$ cat src/rtl/if_id_skid_stage_pkg.sv
// Shared IF/ID pipeline package.
// Holds the default field widths, the default NOP instruction, the occupancy
// encoding {main_valid, skid_valid} used by the skid stage, the {pc, inst}
// payload type shared by the pipeline stage registers, and a legality helper
// for the occupancy encoding.
package if_id_skid_stage_pkg;

  localparam int unsigned PC_W_DEF   = 32;
  localparam int unsigned INST_W_DEF = 32;
  localparam int unsigned CNT_W_DEF  = 16;

  localparam logic [INST_W_DEF-1:0] NOP_INST_DEF = '0;

  // Occupancy encoding: bit 1 = main entry valid, bit 0 = skid entry valid.
  typedef enum logic [1:0] {
    OCC_EMPTY = 2'b00,
    OCC_ONE   = 2'b10,
    OCC_FULL  = 2'b11
  } occ_e;

  typedef struct packed {
    logic [PC_W_DEF-1:0]   pc;
    logic [INST_W_DEF-1:0] inst;
  } if_id_payload_t;

  // A skid entry without a main entry would break FIFO ordering.
  function automatic logic occ_legal(input logic [1:0] occ);
    return occ != 2'b01;
  endfunction

endpackage

$ cat src/rtl/if_id_skid_stage_if.sv
// Valid/ready handshake bundle carrying one {pc, inst} entry.
//   valid : producer presents an entry
//   ready : consumer can take it
//   pc    : program counter, PC_W bits
//   inst  : instruction word, INST_W bits
// master = producer side, slave = consumer side.
interface if_id_skid_stage_if #(
  parameter int unsigned PC_W   = if_id_skid_stage_pkg::PC_W_DEF,
  parameter int unsigned INST_W = if_id_skid_stage_pkg::INST_W_DEF
);

  logic              valid;
  logic              ready;
  logic [PC_W-1:0]   pc;
  logic [INST_W-1:0] inst;

  modport master (output valid, output pc, output inst, input ready);
  modport slave  (input valid, input pc, input inst, output ready);

endinterface

$ cat src/rtl/if_id_skid_stage_sat_counter.sv
// sat_counter: W-bit up counter that sticks at all-ones.
// Ports:
//   clk   : pipeline clock, updates on the falling edge
//   reset : asynchronous active-low reset, clears the count
//   inc   : increment enable for this cycle
//   count : registered count value
module sat_counter #(
  parameter int unsigned W = 16
) (
  input  logic         clk,
  input  logic         reset,
  input  logic         inc,
  output logic [W-1:0] count
);

  localparam logic [W-1:0] CountMax = '1;

  // Saturating increment
  always_ff @(negedge clk or negedge reset) begin
    if (!reset) begin
      count <= '0;
    end else if (inc && (count != CountMax)) begin
      count <= count + W'(1);
    end
  end

endmodule

$ cat src/rtl/if_id_skid_stage.sv
// if_id_skid_stage: IF/ID pipeline register with valid/ready handshake and a
// two-entry skid buffer (main + skid), so fetch streams at one entry per cycle
// while decode backpressure reaches fetch only through a registered ready.
// Flush synchronously empties both entries and drops any same-cycle accept.
// All state updates on the falling edge of clk.
//
// Ports:
//   clk       : pipeline clock (falling-edge active)
//   reset     : asynchronous active-low reset
//   flush     : synchronous kill of held and incoming entries
//   up        : slave handshake from fetch (valid/pc/inst in, ready out)
//   dn        : master handshake to decode (valid/pc/inst out, ready in);
//               pc=0 and inst=NOP_INST whenever valid is low
//   stall_cnt : cycles with dn.valid & !dn.ready (saturating)
//   flush_cnt : flush cycles while any entry was held (saturating)
//
// Build option: define IF_ID_PERF_CNT_EN to build the two performance
// counters; otherwise stall_cnt and flush_cnt are constant zero.
module if_id_skid_stage
  import if_id_skid_stage_pkg::*;
#(
  parameter int unsigned       PC_W     = PC_W_DEF,
  parameter int unsigned       INST_W   = INST_W_DEF,
  parameter logic [INST_W-1:0] NOP_INST = INST_W'(NOP_INST_DEF),
  parameter int unsigned       CNT_W    = CNT_W_DEF
) (
  input  logic                 clk,
  input  logic                 reset,
  input  logic                 flush,
  if_id_skid_stage_if.slave    up,
  if_id_skid_stage_if.master   dn,
  output logic [CNT_W-1:0]     stall_cnt,
  output logic [CNT_W-1:0]     flush_cnt
);

  typedef struct packed {
    logic [PC_W-1:0]   pc;
    logic [INST_W-1:0] inst;
  } entry_t;

  localparam entry_t NopEntry = '{pc: PC_W'(0), inst: NOP_INST};

  occ_e   state_q, state_d;
  entry_t main_q, main_d;
  entry_t skid_q, skid_d;
  logic   in_ready_q, in_ready_d;

  entry_t in_entry;
  logic   main_valid;
  logic   acc;
  logic   drn;

  assign main_valid = state_q[1];
  assign in_entry   = '{pc: up.pc, inst: up.inst};
  assign acc        = up.valid & in_ready_q;
  assign drn        = main_valid & dn.ready;

  // State and data registers
  always_ff @(negedge clk or negedge reset) begin
    if (!reset) begin
      state_q    <= OCC_EMPTY;
      main_q     <= NopEntry;
      skid_q     <= NopEntry;
      in_ready_q <= 1'b1;
    end else begin
      state_q    <= state_d;
      main_q     <= main_d;
      skid_q     <= skid_d;
      in_ready_q <= in_ready_d;
    end
  end

  // Next occupancy and entry contents; flush overrides every handshake
  always_comb begin
    state_d = state_q;
    main_d  = main_q;
    skid_d  = skid_q;

    if (flush) begin
      state_d = OCC_EMPTY;
      main_d  = NopEntry;
      skid_d  = NopEntry;
    end else begin
      unique case (state_q)
        OCC_EMPTY: begin
          if (acc) begin
            state_d = OCC_ONE;
            main_d  = in_entry;
          end
        end
        OCC_ONE: begin
          if (acc && drn) begin
            main_d = in_entry;
          end else if (acc) begin
            state_d = OCC_FULL;
            skid_d  = in_entry;
          end else if (drn) begin
            state_d = OCC_EMPTY;
            main_d  = NopEntry;
          end
        end
        OCC_FULL: begin
          // ready is low here, so only a drain can happen
          if (drn) begin
            state_d = OCC_ONE;
            main_d  = skid_q;
            skid_d  = NopEntry;
          end
        end
        default: begin
          state_d = OCC_EMPTY;
          main_d  = NopEntry;
          skid_d  = NopEntry;
        end
      endcase
    end

    // Registered ready: deasserts only once the skid entry is occupied
    in_ready_d = (state_d != OCC_FULL);
  end

  assign up.ready = in_ready_q;
  assign dn.valid = main_valid;
  assign dn.pc    = main_q.pc;
  assign dn.inst  = main_q.inst;

  a_occ_legal: assert property (@(negedge clk) disable iff (!reset)
                                occ_legal(state_q));

`ifdef IF_ID_PERF_CNT_EN
  logic stall_inc;
  logic flush_inc;

  assign stall_inc = main_valid & ~dn.ready;
  assign flush_inc = flush & (state_q != OCC_EMPTY);

  sat_counter #(.W(CNT_W)) u_stall_cnt (
    .clk   (clk),
    .reset (reset),
    .inc   (stall_inc),
    .count (stall_cnt)
  );

  sat_counter #(.W(CNT_W)) u_flush_cnt (
    .clk   (clk),
    .reset (reset),
    .inc   (flush_inc),
    .count (flush_cnt)
  );
`else
  assign stall_cnt = '0;
  assign flush_cnt = '0;
`endif

endmodule

$ cat src/flat_wrapper.sv
// flat-port wrapper written by rule: the top's interface ports become plain ports
module if_id_skid_stage_flat import if_id_skid_stage_pkg::*;
#(
  parameter int unsigned       PC_W     = PC_W_DEF,
  parameter int unsigned       INST_W   = INST_W_DEF,
  parameter logic [INST_W-1:0] NOP_INST = INST_W'(NOP_INST_DEF),
  parameter int unsigned       CNT_W    = CNT_W_DEF
)
  (clk, reset, flush, stall_cnt, flush_cnt, up_valid, up_pc, up_inst, up_ready, dn_valid, dn_pc, dn_inst, dn_ready);
  if_id_skid_stage_if #(.PC_W(PC_W), .INST_W(INST_W)) up_i ();
  if_id_skid_stage_if #(.PC_W(PC_W), .INST_W(INST_W)) dn_i ();
  input  logic clk;
  input  logic reset;
  input  logic flush;
  output logic [CNT_W-1:0] stall_cnt;
  output logic [CNT_W-1:0] flush_cnt;
  input wire logic [$bits(up_i.valid)-1:0] up_valid;
  input wire logic [$bits(up_i.pc)-1:0] up_pc;
  input wire logic [$bits(up_i.inst)-1:0] up_inst;
  output wire logic [$bits(up_i.ready)-1:0] up_ready;
  output wire logic [$bits(dn_i.valid)-1:0] dn_valid;
  output wire logic [$bits(dn_i.pc)-1:0] dn_pc;
  output wire logic [$bits(dn_i.inst)-1:0] dn_inst;
  input wire logic [$bits(dn_i.ready)-1:0] dn_ready;
  assign up_i.valid = up_valid;
  assign up_i.pc = up_pc;
  assign up_i.inst = up_inst;
  assign up_ready = up_i.ready;
  assign dn_valid = dn_i.valid;
  assign dn_pc = dn_i.pc;
  assign dn_inst = dn_i.inst;
  assign dn_i.ready = dn_ready;
  if_id_skid_stage #(.PC_W(PC_W), .INST_W(INST_W), .NOP_INST(NOP_INST), .CNT_W(CNT_W)) u_core (.clk(clk), .reset(reset), .flush(flush), .up(up_i), .dn(dn_i), .stall_cnt(stall_cnt), .flush_cnt(flush_cnt));
endmodule
$ cat config.mk
export PLATFORM = sky130hd
export DESIGN_NAME = if_id_skid_stage_flat
export DESIGN_NICKNAME = d
export VERILOG_FILES = /design/src/rtl/if_id_skid_stage_pkg.sv /design/src/rtl/if_id_skid_stage_if.sv /design/src/rtl/if_id_skid_stage_sat_counter.sv /design/src/rtl/if_id_skid_stage.sv /design/src/flat_wrapper.sv
export SDC_FILE = /design/constraint.sdc
export NUM_CORES = 1
export LEC_CHECK = 0
export ABC_AREA = 1
export BUFFER_PORTS_ARGS = -buffer_cell sky130_fd_sc_hd__buf_2
export CORE_MARGIN = 4
export CORE_UTILIZATION = 59
export DETAILED_ROUTE_END_ITERATION = 10
export HOLD_SLACK_MARGIN = 0.06
export PLACE_DENSITY = 0.87
export SYNTH_ARGS = -nofsm -noshare
export SYNTH_HDL_FRONTEND = slang
export SYNTH_SLANG_ARGS = --single-unit
$ cat constraint.sdc
create_clock -name clk -period 2.7 [get_ports clk]
set_input_delay 0.27 -clock clk [delete_from_list [all_inputs] [get_ports clk]]
set_output_delay 0.27 -clock clk [all_outputs]
set_load 0.03 [all_outputs]
# --- Word level (Yosys, flattened, before mapping) ---
# Cells that the tools add are included.
totals:
  inputBits: 69
  out_inout_bits: 98
  register_bits: 131
  elab_cells: 39
classes:
  reduce_logical: 4
  n_eq_ne: 10
  n_mux: 17
  bitwise: 2
op_table:
  columns: ["operator", "n"]
  rows:
  - ["$mux W64", 8]
  - ["$pmux W64 S3", 2]
  - ["$mux W2", 6]
  - ["$ne A3 B2 Y1 const B", 3]
  - ["$reduce_and A4 Y1", 2]
  - ["$pmux W2 S3", 1]
  - ["$eq A2 B2 Y1 const B", 2]
  - ["$ne A2 B2 Y1 const B", 2]
  - ["$ne A4 B2 Y1 const B", 1]
  - ["$ne A4 B4 Y1 const B", 1]
  - ["$ne A3 B3 Y1 const B", 1]
  - ["$and A1 B1 Y1", 2]
  - ["$logic_not A2 Y1", 1]
  - ["$logic_and A1 B1 Y1", 1]

# --- Logic depth before layout (Yosys ltp) ---
# Gate-level depths: netlist (run 1).
logic_depth:
  depth_word: 7
  ltp_mapped: 10

==> reports/metrics.csv, run 1 <==
metric;value;unit
worstPathMaxFanout;3;
clockBufferDepth;2;
portBuffers;134;
status;finished, violations left;
dr.pass1.iters;5;
core;12000;um2
die_area;14100;um2
grt_pass1_wl;30.1;mm
worst-r2r-setup-slack;810;ps
slowest_delay;550;ps
worst_clock_skew;49.4;ps
die_h;119;um
failed_checks;negative setup slack;
insertion_delay;430;ps
die_w;119;um
syn_to_final_growth;19.2;%
num_vias;6969;
synth_top_area_cell;dfrtn_1;
cp-start-kind;flop;
ant_nets;0;
path_class;flop to output port;
drive_above_1_share;17.6;%
hold_path_class;flop to flop;
p_int;3.85;mW
p_sw_share;30.1;%
rows;40;
placedInstanceArea;8040;um2
slew_viol_final;0;
yosysUniqueCellTypes;18;
stdcell_area;8660;um2
ir_drop;368;uV
htreeDepth;4;
hold_viol;0;
cts_hold_buf;0;
cts_buffers;17;
worstPathCellList;buf_6;
antenna_found_initial;1;
muxShareOfSynthArea;0;%
rsz0062_at_grt;true;
cts_root_buffer;clkbuf_16;
drv_cap;0;
fillers;994;
ys_top_cells_by_count;nand2_1, nand3_1, dfrtn_1;
fin_ws;-42.8;ps
syn_avg_cell_area;6.83;um2
ys_warn_count;0;
initial_core_util;60.5;%
slowest_stage;dfstp_2;
place.gp.congestion;0.816;
power.total;5.51;mW
seqPwrFrac;39.8;%
routed_wl;17.9;mm
synth-main-ff-cell;dfrtn_1;
yosysSeqAreaShare;45.2;%
drt_iter0_markers;601;
dp_slack;14.7;ps
grt_pass1_vias;6532;
end_kind;output port;
tns;-42.8;ps
critPathArrivalTime;2470;ps
grt-ovfl-total;0;
p_clk_share;41.7;%
synth_compound_area_share;0.0689;%
clock_sink_count;131;
pwr-share-comb;18.5;%
synth-adder-area-share;0;%
wire_per_inst;13.3;um
synth_top_area_share;44.8;%
yosys.area_share.simple;42.8;%
finalSetupViolCount;1;
synthCells;1064;
synth_edf_count;0;
power.switching;1.66;mW
netlist_area;7260;um2
cp_data_required_time;2430;ps
critical-path-top-delay-family;flip-flops;
crit_buf_inv;1;
p_per_area;636;nW/um2
grt_max_degree;57;
ys_seq_elements;131;
synth_most_common_cell;nand2_1;
vias_per_cell;5.20;
synthArstFlopShare;100;%
power_leakage;5.16;nW
hpwl;11.6;mm
cts_tree;done;
io_pins;167;
grtUsageTotal;25.8;%
nets;1248;
path_clk_slew;40;ps
synth_xor_area_share;0;%
drc_errors;0;
netlist_top_cells_area;dfrtn_1, nand2_1, nand3_1;
synth_top_family_by_area;simple AND/OR/NAND/NOR gates;
==> cells in the final DEF (no fill, tap or decap), types with 2 or more instances in the layout <==
master / Yosys / routed
buf_4: 38 / 19
clkinv_2: 0 / 2
conb_1: 1 / 32
nand3_1: 179 / 178
inv_2: 2 / 4
nor2_1: 70 / 69
buf_2: 51 / 132
nand2_2: 3 / 3
dfrtn_1: 130 / 130
clkinvlp_4: 0 / 7
buf_12: 0 / 13
clkbuf_16: 0 / 17
nor2_4: 1 / 3
nand2_1: 504 / 504
bufinv_16: 0 / 2
clkbuf_8: 0 / 3
inv_1: 70 / 68
==> flip-flops by register name, indices dropped and copies added (netlist names) <==
| signal | count |
|---|---|
| u_core.state_q | 2 |
| u_core.dn.pc | 32 |
| u_core.up.ready | 1 |
| u_core.dn.inst | 32 |
| u_core.skid_q | 64 |
==> timing repair <==
| action | 4_1_cts | 5_1_grt |
|---|---|---|
| endpoints found under the setup margin | 2 | 1 |
| pin swaps | 0 | 0 |
| setup buffers | 1 | 0 |
| gates resized for setup | 2 | 0 |
| cloned | 0 | 0 |
==> path summary, 6_finish.rpt <==
| path | start | endpoint | depth (start not counted) |
|---|---|---|---|
| worst min register to register | u_core.skid_q[46] | u_core.skid_q[46] | 2 |
| min in group asynchronous | reset | u_core.skid_q[56] | 1 |
| max in group asynchronous | reset | u_core.dn.inst[29] | 2 |
| worst min-delay path | u_core.skid_q[46] | u_core.skid_q[46] | 2 |
| worst max-delay path | u_core.up.ready | up_ready | 1 |
| worst max register to register | u_core.state_q[0] | u_core.dn.inst[17] | 9 |
==> power by group through the flow <==
stage / Clock (mW) / Combinational [mW] / Sequential (mW)
after global placement: 0.00463 / 0.996 / 2.22
final: 2.30 / 1.02 / 2.20
after detailed placement: 0.00463 / 1.01 / 2.22
after global routing: 2.42 / 1.12 / 2.21
after CTS: 2.32 / 1.02 / 2.19
after floorplan: 0.00463 / 0.517 / 2.39
==> cells by family (layout without fill, tap and decap cells) <==
group | count (synthesis) | count (layout)
buffers and inverters | 172 | 269
and+or+nand+nor | 759 | 759
DFF | 131 | 131
other | 1 | 33
AOI/OAI and AO/OA | 1 | 1
==> per-layer routing <==
metal,GRT usage (%),up-vias,share of wire (%)
li1,-,3425,-
met1,32.6,3220,41
met2,43.2,285,49
met3,5.65,39,7.2
met4,10.5,0,2.4
met5,0,-,0
==> metrics by stage <==
| stage | hold WS [ps] | cells | util (%) |
|---|---|---|---|
| after floorplan | 403 | 1095 | - |
| after global placement | 414 | 1306 | 67.0 |
| after detailed placement | 419 | 1306 | 67.0 |
| after CTS | 420 | 1339 | 72.1 |
| after global routing | 438 | 1340 | 72.1 |
| final | 418 | 1340 | 72.1 |
==> worst reg2reg max path: cells and delay by family, from the launching register on <==
| kind | cells | cell delay, ps |
|---|---|---|
| and+or+nand+nor | 6 | 480 |
| buffers and inverters | 3 | 880 |
| DFF | 1 | 570 |
==> area by class of cell <==
class,instances,area [um2],share of cell area [%]
tap,147,184,2.12
inverter,71,267,3.08
sequential,131,3280,37.9
multi-input combinational,792,3250,37.5
timing repair buffer,165,1070,12.4
antenna,1,2.50,0.0289
clock inverter,13,135,1.56
clock buffer,20,467,5.39
Power figures use the tool's default switching activity.
==> inputs of run 2 (changes only) <==
- CORE_UTILIZATION: 59 -> 49
- PLACE_DENSITY: 0.87 -> 0.77
- clock period: 2.7 -> 2.3 ns (I/O delays scaled with it)
==> run 2 against run 1 <==
Net effect:
- the run still ends with negative setup slack left
- clock skew rose by 3.8 ps
- flip-flop and latch count is the same
- hold slack about the same
- die area is 19% higher
- cell count grew 5.1%
- via count increased by 0.66%
- register-to-register slack got worse by 310 ps
- final area grew 8.3%
- sequential power is 18% higher
- largest cell class unchanged
- highest routed layer unchanged
==> reports/metrics.csv, run 2 (synthesis results as in run 1) <==
metric;value;unit;change
portBuffers;134;;unchanged
die_h;130;um;was 119 um
die_area;16800;um2;was 14100 um2
slew_viol_final;0;;unchanged
ir_drop;560;uV;was 368 uV
worstPathCellList;buf_6;;unchanged
clock_sink_count;131;;unchanged
drc_errors;0;;unchanged
nets;1282;;was 1248
syn_to_final_growth;29.1;%;was 19.2%
dr.pass1.iters;5;;unchanged
failed_checks;negative setup slack;;unchanged
rows;44;;was 40
multi_input_area;3250;um2;unchanged
cp-start-kind;flop;;unchanged
end_kind;output port;;unchanged
critical-path-top-delay-family;flip-flops;;unchanged
cts_root_buffer;clkbuf_16;;unchanged
grt_max_degree;45;;was 57
regMostFlops;u_core.skid_q;;unchanged
vias_per_cell;4.98;;was 5.20
slowest_delay;520;ps;was 550 ps
grt_pass1_vias;6505;;was 6532
cp_data_required_time;2070;ps;was 2430 ps
power_leakage;5.43;nW;was 5.16 nW
core;14500;um2;was 12000 um2
htreeDepth;4;;unchanged
worst_clock_skew;53.2;ps;was 49.4 ps
num_vias;7015;;was 6969
routed_wl;19.5;mm;was 17.9 mm
largest_reg_flops;64;;unchanged
fillers;1274;;was 994
io_pins;167;;unchanged
drt_iter0_markers;615;;was 601
insertion_delay;440;ps;was 430 ps
grtUsageTotal;23.1;%;was 25.8%
hpwl;12.2;mm;was 11.6 mm
finalSetupViolCount;66;;was 1
path_clk_slew;40;ps;about the same
cts_tree;done;;unchanged
path_class;flop to output port;;unchanged
wire_per_inst;13.8;um;was 13.3 um
dp_cells;1352;;was 1306
grt_pass1_wl;31.4;mm;was 30.1 mm
seq_area;3280;um2;unchanged
drv_cap;0;;unchanged
p_per_area;702;nW/um2;was 636 nW/um2
grt-ovfl-total;0;;unchanged
worstPathMaxFanout;2;;was 3
mostFrequentLayoutCell;nand2_1;;unchanged
clockBufferDepth;2;;unchanged
tightest_slew;520;ps;
slew_headroom;65.3;%;
place.gp.congestion;0.805;;was 0.816
antenna_found_initial;1;;unchanged
crit_buf_inv;1;;unchanged
fin_cells;1408;;was 1340
die_w;130;um;was 119 um
rsz0062_at_grt;true;;unchanged
final_cell_mix;nand2_1, nand3_1, dfrtn_1;;was nand2_1, nand3_1, buf_2
cts_buffers;17;;unchanged
drive_above_1_share;19.5;%;was 17.6%
fin_ws;-185;ps;was -42.8 ps
worst-r2r-setup-slack;500;ps;was 810 ps
hold_path_class;flop to flop;;unchanged
slowest_stage;dfstp_2;;unchanged
status;finished, violations left;;unchanged
ant_nets;0;;unchanged
hold_viol;0;;unchanged
dp_slack;-137;ps;was 14.7 ps
critPathArrivalTime;2260;ps;was 2470 ps
initial_core_util;50.0;%;was 60.5%
-- run 2: cell count changes in the layout (fill, tap and decap cells not counted), sizes merged --
cell      previous run  this run
clkinv               3         5
clkinvlp             7         0
bufinv               2         1
clkbuf              20        23
buf                165       199
-- run 2: worst paths after layout --
check                             startpoint  depth (start not counted)                 to
setup / recovery             u_core.up.ready                          1           up_ready
hold / removal             u_core.skid_q[49]                          2  u_core.skid_q[49]
setup reg to reg           u_core.state_q[1]                          9    u_core.dn.pc[5]
hold reg to reg            u_core.skid_q[49]                          2  u_core.skid_q[49]
max in group asynchronous              reset                          2   u_core.dn.pc[28]
min in group asynchronous              reset                          1   u_core.dn.pc[23]
-- run 2: repair_timing --
action	in CTS	in global routing
endpoints found under the setup margin	66	66
pin swaps	0	0
hold buffers	0	0
resized for setup	132	0
setup buffers	11	15
-- run 2: cell type report --
cell class / count / area share, %
Sequential cell: 131 / 35.0
Multi-Input combinational cell: 792 / 34.7
Timing Repair Buffer: 199 / 19.1
Clock buffer: 23 / 5.31
Inverter: 71 / 2.87
Tap cell: 184 / 2.46
Clock inverter: 7 / 0.614
Antenna cell: 1 / 0.0267
-- run 2: worst min-delay path, cell delays in order (launching register included) --
cell	delay, ps
dfrtn_1	400
nand2_1	60
nand2_1	50
-- run 2: stage by stage --
| step | setup TNS, ps | total power, mW | cell area, um2 | util [%] | hold WS (ps) |
|---|---|---|---|---|---|
| 2_1_floorplan | 0 | 3.44 | 7430 | - | 403 |
| 3_3_place_gp | -8830 | 3.82 | 8210 | 56.5 | 415 |
| 3_5_place_dp | -12180 | 3.84 | 8210 | 56.5 | 419 |
| 4_1_cts | -3270 | 6.58 | 9260 | 63.7 | 421 |
| 5_1_grt | -4650 | 6.88 | 9380 | 64.5 | 435 |
| 6_report | -3060 | 6.58 | 9380 | 64.5 | 418 |
-- run 2: power by group --
| part | total (mW) | internal (mW) | switching, mW |
|---|---|---|---|
| combinational | 1.41 | 0.537 | 0.877 |
| sequential | 2.60 | 2.49 | 0.110 |
| clock | 2.57 | 1.60 | 0.966 |
-- run 2: layer usage --
metal	part of all wire, %	vias up	GRT usage (%)
met1	43	3246	30.4
met4	1.9	0	7.40
li1	-	3499	-
met3	5.6	27	3.93
met2	49	243	39.2
met5	0	-	0
